--- src/rtl/hamming_pkg.sv ---
// Shared Hamming(8,4) SECDED definitions: code word layout, error classes and parity helpers.
// Used by both the encoder and the decoder.
package hamming_pkg;

  typedef enum logic [1:0] {
    SIN_ERROR = 2'd0,
    CORREGIDO = 2'd1,
    DOBLE     = 2'd2
  } estado_err_t;

  typedef logic [2:0] sindrome_t;

  // Bit index k of the code word holds Hamming position k+1; p0 covers the whole word
  localparam int POS_P1 = 0;
  localparam int POS_P2 = 1;
  localparam int POS_D1 = 2;
  localparam int POS_P4 = 3;
  localparam int POS_D2 = 4;
  localparam int POS_D3 = 5;
  localparam int POS_D4 = 6;
  localparam int POS_P0 = 7;

  function automatic logic paridad8(input logic [7:0] v);
    return ^v;
  endfunction

  // Flips the data bit addressed by a syndrome; parity positions leave the data untouched
  function automatic logic [3:0] corregir_dato(input logic [3:0] dato, input sindrome_t s);
    logic [3:0] r;
    r = dato;
    case (s)
      3'd3:    r[0] = ~dato[0];
      3'd5:    r[1] = ~dato[1];
      3'd6:    r[2] = ~dato[2];
      3'd7:    r[3] = ~dato[3];
      default: r = dato;
    endcase
    return r;
  endfunction

endpackage

--- src/rtl/hamming_sindrome.sv ---
// Combinational syndrome {c4,c2,c1} and global parity of an 8-bit Hamming SECDED code word.
module hamming_sindrome
  import hamming_pkg::*;
(
  input  logic [7:0] palabra,
  output sindrome_t  sindrome,
  output logic       paridad_global
);

  assign sindrome = {
    palabra[POS_P4] ^ palabra[POS_D2] ^ palabra[POS_D3] ^ palabra[POS_D4],
    palabra[POS_P2] ^ palabra[POS_D1] ^ palabra[POS_D3] ^ palabra[POS_D4],
    palabra[POS_P1] ^ palabra[POS_D1] ^ palabra[POS_D2] ^ palabra[POS_D4]
  };

  assign paridad_global = paridad8(palabra);

endmodule

--- src/rtl/decodificador_hamming.sv ---
// Hamming(8,4) SECDED decoder: two-stage elastic pipeline with valid/ready on both sides,
// saturating error counters and a sticky double-error flag.
module decodificador_hamming
  import hamming_pkg::*;
#(
  parameter int CNT_W = 8
) (
  input  logic             reloj,
  input  logic             rst_n,
  input  logic [7:0]       palabra_in,
  input  logic             valido_in,
  output logic             listo_in,
  output logic [3:0]       dato_salida,
  output logic [1:0]       estado_error,
  output logic [2:0]       posicion_error,
  output logic             valido_out,
  input  logic             listo_out,
  input  logic             limpiar_cnt,
  output logic [CNT_W-1:0] cnt_corregidos,
  output logic [CNT_W-1:0] cnt_dobles,
  output logic             error_doble_pegajoso
);

  localparam logic [CNT_W-1:0] CNT_MAX = {CNT_W{1'b1}};
  localparam logic [CNT_W-1:0] CNT_UNO = {{(CNT_W-1){1'b0}}, 1'b1};

  sindrome_t   sindrome_s;
  logic        paridad_s;

  // Only the data bits are kept past S1; syndrome and parity carry the rest of the word
  logic        v1_r;
  logic [3:0]  dato1_r;
  sindrome_t   sindrome1_r;
  logic        paridad1_r;

  logic        v2_r;
  logic [3:0]  dato2_r;
  estado_err_t estado2_r;
  sindrome_t   pos2_r;

  logic        avanza2_s;
  logic        carga1_s;
  logic        carga2_s;
  logic        hs_out_s;

  logic [3:0]  dato_corr_s;
  estado_err_t estado_s;
  sindrome_t   pos_s;

  logic [CNT_W-1:0] cnt_corr_r;
  logic [CNT_W-1:0] cnt_dob_r;
  logic             pegajoso_r;

  hamming_sindrome u_sindrome (
    .palabra        (palabra_in),
    .sindrome       (sindrome_s),
    .paridad_global (paridad_s)
  );

  // Handshake and pipeline advance conditions
  always_comb begin
    avanza2_s = ~v2_r | listo_out;
    listo_in  = ~v1_r | avanza2_s;
    carga1_s  = valido_in & listo_in;
    carga2_s  = v1_r & avanza2_s;
    hs_out_s  = v2_r & listo_out;
  end

  // Stage 1: capture data bits, syndrome and global parity on input handshake
  always_ff @(posedge reloj or negedge rst_n) begin
    if (!rst_n) begin
      v1_r        <= 1'b0;
      dato1_r     <= 4'd0;
      sindrome1_r <= 3'd0;
      paridad1_r  <= 1'b0;
    end else begin
      if (carga1_s) begin
        v1_r        <= 1'b1;
        dato1_r     <= {palabra_in[POS_D4], palabra_in[POS_D3], palabra_in[POS_D2], palabra_in[POS_D1]};
        sindrome1_r <= sindrome_s;
        paridad1_r  <= paridad_s;
      end else if (avanza2_s) begin
        v1_r <= 1'b0;
      end
    end
  end

  // Classification from syndrome and global parity
  always_comb begin
    estado_s    = SIN_ERROR;
    pos_s       = 3'd0;
    dato_corr_s = dato1_r;
    case ({sindrome1_r != 3'd0, paridad1_r})
      2'b00: begin
        estado_s = SIN_ERROR;
      end
      2'b01: begin
        estado_s = CORREGIDO;
      end
      2'b11: begin
        estado_s    = CORREGIDO;
        pos_s       = sindrome1_r;
        dato_corr_s = corregir_dato(dato1_r, sindrome1_r);
      end
      2'b10: begin
        estado_s = DOBLE;
        pos_s    = sindrome1_r;
      end
      default: begin
        estado_s = SIN_ERROR;
      end
    endcase
  end

  // Stage 2: output bundle, held while downstream stalls
  always_ff @(posedge reloj or negedge rst_n) begin
    if (!rst_n) begin
      v2_r      <= 1'b0;
      dato2_r   <= 4'd0;
      estado2_r <= SIN_ERROR;
      pos2_r    <= 3'd0;
    end else begin
      if (avanza2_s) begin
        v2_r <= v1_r;
      end
      if (carga2_s) begin
        dato2_r   <= dato_corr_s;
        estado2_r <= estado_s;
        pos2_r    <= pos_s;
      end
    end
  end

  // Statistics: counted once per output handshake, clear wins over a same-cycle update
  always_ff @(posedge reloj or negedge rst_n) begin
    if (!rst_n) begin
      cnt_corr_r <= '0;
      cnt_dob_r  <= '0;
      pegajoso_r <= 1'b0;
    end else if (limpiar_cnt) begin
      cnt_corr_r <= '0;
      cnt_dob_r  <= '0;
      pegajoso_r <= 1'b0;
    end else if (hs_out_s) begin
      case (estado2_r)
        CORREGIDO: begin
          if (cnt_corr_r != CNT_MAX) begin
            cnt_corr_r <= cnt_corr_r + CNT_UNO;
          end
        end
        DOBLE: begin
          if (cnt_dob_r != CNT_MAX) begin
            cnt_dob_r <= cnt_dob_r + CNT_UNO;
          end
          pegajoso_r <= 1'b1;
        end
        default: begin
          pegajoso_r <= pegajoso_r;
        end
      endcase
    end
  end

  assign valido_out           = v2_r;
  assign dato_salida          = dato2_r;
  assign estado_error         = estado2_r;
  assign posicion_error       = pos2_r;
  assign cnt_corregidos       = cnt_corr_r;
  assign cnt_dobles           = cnt_dob_r;
  assign error_doble_pegajoso = pegajoso_r;

endmodule

--- config.mk ---
export PLATFORM = sky130hd
export DESIGN_NAME = decodificador_hamming
export DESIGN_NICKNAME = d
export VERILOG_FILES = /design/src/rtl/hamming_pkg.sv /design/src/rtl/hamming_sindrome.sv /design/src/rtl/decodificador_hamming.sv
export SDC_FILE = /design/constraint.sdc
export NUM_CORES = 1
export LEC_CHECK = 0
export ABC_AREA = 1
export BUFFER_PORTS_ARGS = -buffer_cell sky130_fd_sc_hd__buf_2
export CAP_MARGIN = 20
export CORE_UTILIZATION = 57
export CTS_BUF_LIST = sky130_fd_sc_hd__clkbuf_8
export CTS_CLUSTER_SIZE = 25
export DETAILED_ROUTE_END_ITERATION = 8
export GPL_TIMING_DRIVEN = 0
export PLACE_DENSITY_LB_ADDON = 0.1
export SLEW_MARGIN = 20
export SYNTH_ARGS = -nofsm -noshare
export SYNTH_HDL_FRONTEND = slang
export SYNTH_HIERARCHICAL = 1
export SYNTH_SLANG_ARGS = --single-unit
--- constraint.sdc ---
create_clock -name reloj -period 1.95 [get_ports reloj]
set_clock_uncertainty 0.1 [all_clocks]
set_input_delay 0.39 -clock reloj [delete_from_list [all_inputs] [get_ports reloj]]
set_output_delay 0.39 -clock reloj [all_outputs]
set_load 0.01 [all_outputs]
==> impl_metrics.csv <==
group,metric,value,unit
floorplan,fp.dieW,61.6,um
floorplan,io-pin-count,41,
sta,report.final.slew_viol_count,0,
grt,antenna_found_initial,0,
finish,syn2layout_area_growth,17.4,%
drt,wl_per_cell,10.6,um
pwr,combPwrFrac,0.257,
job,maxCapViolations,0,
synthesis,syn_nets,288,
setup_path,setup.worst_path.class,"register to register",
synthesis,synth_edf_count,0,
clock_tree,hold_buffers,0,
synthesis,synth_simple_gate_area_frac,0.324,
finish,drive_gt1_frac,0.193,
floorplan,num_rows,21,
pwr,power_frac_seq,0.476,
drt,drt_first_pass_iters,4,
finish,fillerInstances,299,
setup_path,worstRegToRegCells,9,
setup_path,critPathTopFamily,"simple AND/OR/NAND/NOR gates",
floorplan,start_util,0.602,
clock_tree,cts_tree,"done",
placement,gp_congestion,0.842,
sta,period_share,0.782,
placement,post-dp-hpwl,3.00,mm
synthesis,netlist.area_leader.share,0.445,
synthesis,synth_common_cells,"89 x nand2_1, 36 x dfrtp_1, 35 x inv_1",
synthesis,synth-seq-cells,36,
clock_tree,cts_setup_buffers,0,
synthesis,synthesis.area,0.00203,mm2
synthesis,synth_top_family_by_area,"simple AND/OR/NAND/NOR gates",
synthesis,synth.most_common_cell,"nand2_1",
drt,num_vias,1823,
grt,track_usage,0.233,
outcome,status,"completed",
synthesis,yosys.area.top_type,"dfrtp_1",
floorplan,die_y,61.6,um
clock_tree,clk_pin_slew,0.07,ns
synthesis,synth_compound_area_frac,0.0957,
setup_path,worst_setup_path_start_kind,"register",
synthesis,ys_seq_area_frac,0.445,
pwr,power_frac_clock,0.267,
pwr,ir_drop,0.600,mV
setup_path,r2r_setup_slack,0.43,ns
clock_tree,clock-sinks,36,
setup_path,slowest_delay,0.38,ns
setup_path,cp_num_buf_inv,1,
clock_tree,clk-insertion-delay-late,0.29,ns
setup_path,arrival,1.65,ns
drt,first_iter_violations,108,
setup_path,crit_fanout,6,
setup_path,cp_common_cell,"nand2_1",
placement,io_buffers,40,
finish,n_antenna_cell,0,
finish,multi_input_area,955,um2
synthesis,ys_types,30,
sta,finalCriticalPeriod,1.52,ns
drt,antenna_left,0,
finish,regArea,901,um2
synthesis,ys_dominant_reg_cell,"dfrtp_1",
synthesis,synth_fa_ha_area_frac,0.0124,
pwr,total_power,2.02,mW
sta,setup-tns-final,0,ns
synthesis,avgSynthCellArea,7.42,um2
clock_tree,ctsResizeCount,0,
synthesis,yosysWarnings,6,
clock_tree,h-tree-depth,2,
synthesis,synthMuxAreaShare,0,
drt,drc,0,
pwr,swShare,0.329,
drt,routed_wl,3.90,mm
sta,final-setup-viol-count,0,
sta,tightest_slew,0.760,ns
pwr,p_per_area,849,mW/mm2
clock_tree,cts-buffers-inserted,5,
sta,hold_viol,0,
grt,grt_max_degree,37,
setup_path,cp-end-kind,"register",
floorplan,core_area,0.00336,mm2
sta,grt_setup_unrepaired,"false",
setup_path,required,2.08,ns
synthesis,synthCells,273,
synthesis,synthTopCellsByArea,"dfrtp_1 44%, nand2_1 16%, inv_1 6.5%",
pwr,switchingPower,0.664,mW
pwr,power.internal,1.35,mW
floorplan,dieArea,0.00380,mm2
grt,grt_pass1_vias,1587,
sta,max_freq,656,MHz
clock_tree,max-clock-path-buffers,2,
min_path,hold_path.class,"input port to async pin",
synthesis,async_reset_ff_frac,1.00,
finish,final_nets,335,
clock_tree,cts_root_buf,"clkbuf_8",
setup_path,worstReg2RegStart,"cnt_corregidos[0]",
grt,grt_pass1_wl,6.45,mm
synthesis,synthXorXnorAreaFrac,0.0389,
setup_path,cp_slowest_cell,"dfrtp_1",
sta,slew_headroom,0.493,
setup_path,reg2reg_to,"cnt_corregidos[1]",
pwr,p_leak,1.29,nW
setup_path,worstPathCellList,"ha_1 -> nand2_1 -> nor2_1 -> nand2_1 -> nand2_1 -> nand2_1 -> inv_2 -> nand2_1 -> nand2_1",
grt,grt-ovfl-total,0,
drt,vias_per_cell,4.97,
## flip-flops by register name, indices dropped and copies added, names as in the netlist
| signal | cells |
|---|---|
| posicion_error | 3 |
| valido_out | 1 |
| dato1_r | 4 |
| cnt_dobles | 8 |
| dato_salida | 4 |
| estado_error | 2 |
| sindrome1_r | 3 |
| error_doble_pegajoso | 1 |
| v1_r | 1 |
| cnt_corregidos | 8 |
| paridad1_r | 1 |
## logic make-up after synthesis
| group | Yosys count |
|---|---|
| simple gates | 153 |
| buf+inv | 41 |
| flops | 36 |
| compound gates | 32 |
| xor+xnor | 9 |
| fa+ha+maj | 2 |
## power groups by stage
| stage | registers [mW] | logic, mW | clock network [mW] |
|---|---|---|---|
| 3_3_place_gp | 0.976 | 0.511 | 0 |
| 4_1_cts | 0.961 | 0.525 | 0.554 |
| 2_1_floorplan | 1.01 | 0.292 | 0 |
| 5_1_grt | 0.983 | 0.598 | 0.589 |
| 6_report | 0.961 | 0.518 | 0.539 |
| 3_5_place_dp | 0.975 | 0.524 | 0 |
## layer usage
| metal | up-vias | GRT usage | routed length [um] |
|---|---|---|---|
| met5 | - | 0 | 0 |
| met4 | 0 | 0.0571 | 34 |
| met3 | 5 | 0.0567 | 174 |
| met2 | 40 | 0.427 | 1950 |
| met1 | 816 | 0.273 | 1750 |
| li1 | 962 | - | - |
## how the worst max path moves through the flow
stage,start,cells after the start,slack [ns],to
after floorplan,cnt_dobles[1],8,0.51,cnt_dobles[2]
after global placement,limpiar_cnt,5,0.37,cnt_dobles[1]
after detailed placement,limpiar_cnt,5,0.37,cnt_dobles[1]
after CTS,valido_out,2,0.43,listo_in
after global routing,cnt_corregidos[0],9,0.29,cnt_corregidos[1]
final,cnt_corregidos[0],9,0.43,cnt_corregidos[1]
## cell type report
type	instances	area share
Inverter	36	0.0568
Sequential cell	36	0.379
Tap cell	46	0.0242
Clock buffer	6	0.0347
Buffer	5	0.0147
Clock inverter	2	0.00474
Multi-Input combinational cell	196	0.402
Timing Repair Buffer	40	0.0842
## per-stage QoR
stage                     setup WS, ns  cells  instance area (um2)  hold slack [ns]  utilization
after global placement           0.365    359                 2280            0.361        0.679
after detailed placement         0.370    359                 2280            0.364        0.679
after CTS                        0.427    367                 2380            0.101        0.707
final                            0.426    367                 2380           0.0690        0.707
after global routing             0.287    367                 2380            0.139        0.707
after floorplan                  0.511    273                 2030         -0.00559            -
## cell usage in the layout (no fill, tap or decap), types with 2 or more instances in the layout
cell | synthesis | final
nand2_1 | 89 | 89
nand4_1 | 8 | 8
a21oi_1 | 7 | 7
buf_2 | 0 | 40
o21bai_1 | 3 | 3
nand3b_1 | 2 | 2
inv_1 | 35 | 36
clkbuf_8 | 0 | 6
xnor2_1 | 7 | 7
nand2_2 | 2 | 2
ha_1 | 2 | 2
o21a_1 | 2 | 2
clkbuf_1 | 2 | 2
o21ai_0 | 9 | 9
o31ai_1 | 2 | 2
nor3_1 | 2 | 2
o21ai_2 | 4 | 4
dfrtp_1 | 36 | 36
o21ai_1 | 4 | 4
nand3_1 | 17 | 17
nor2_1 | 28 | 28
xor2_1 | 2 | 2
No activity file was read; power rests on OpenSTA's default activity.
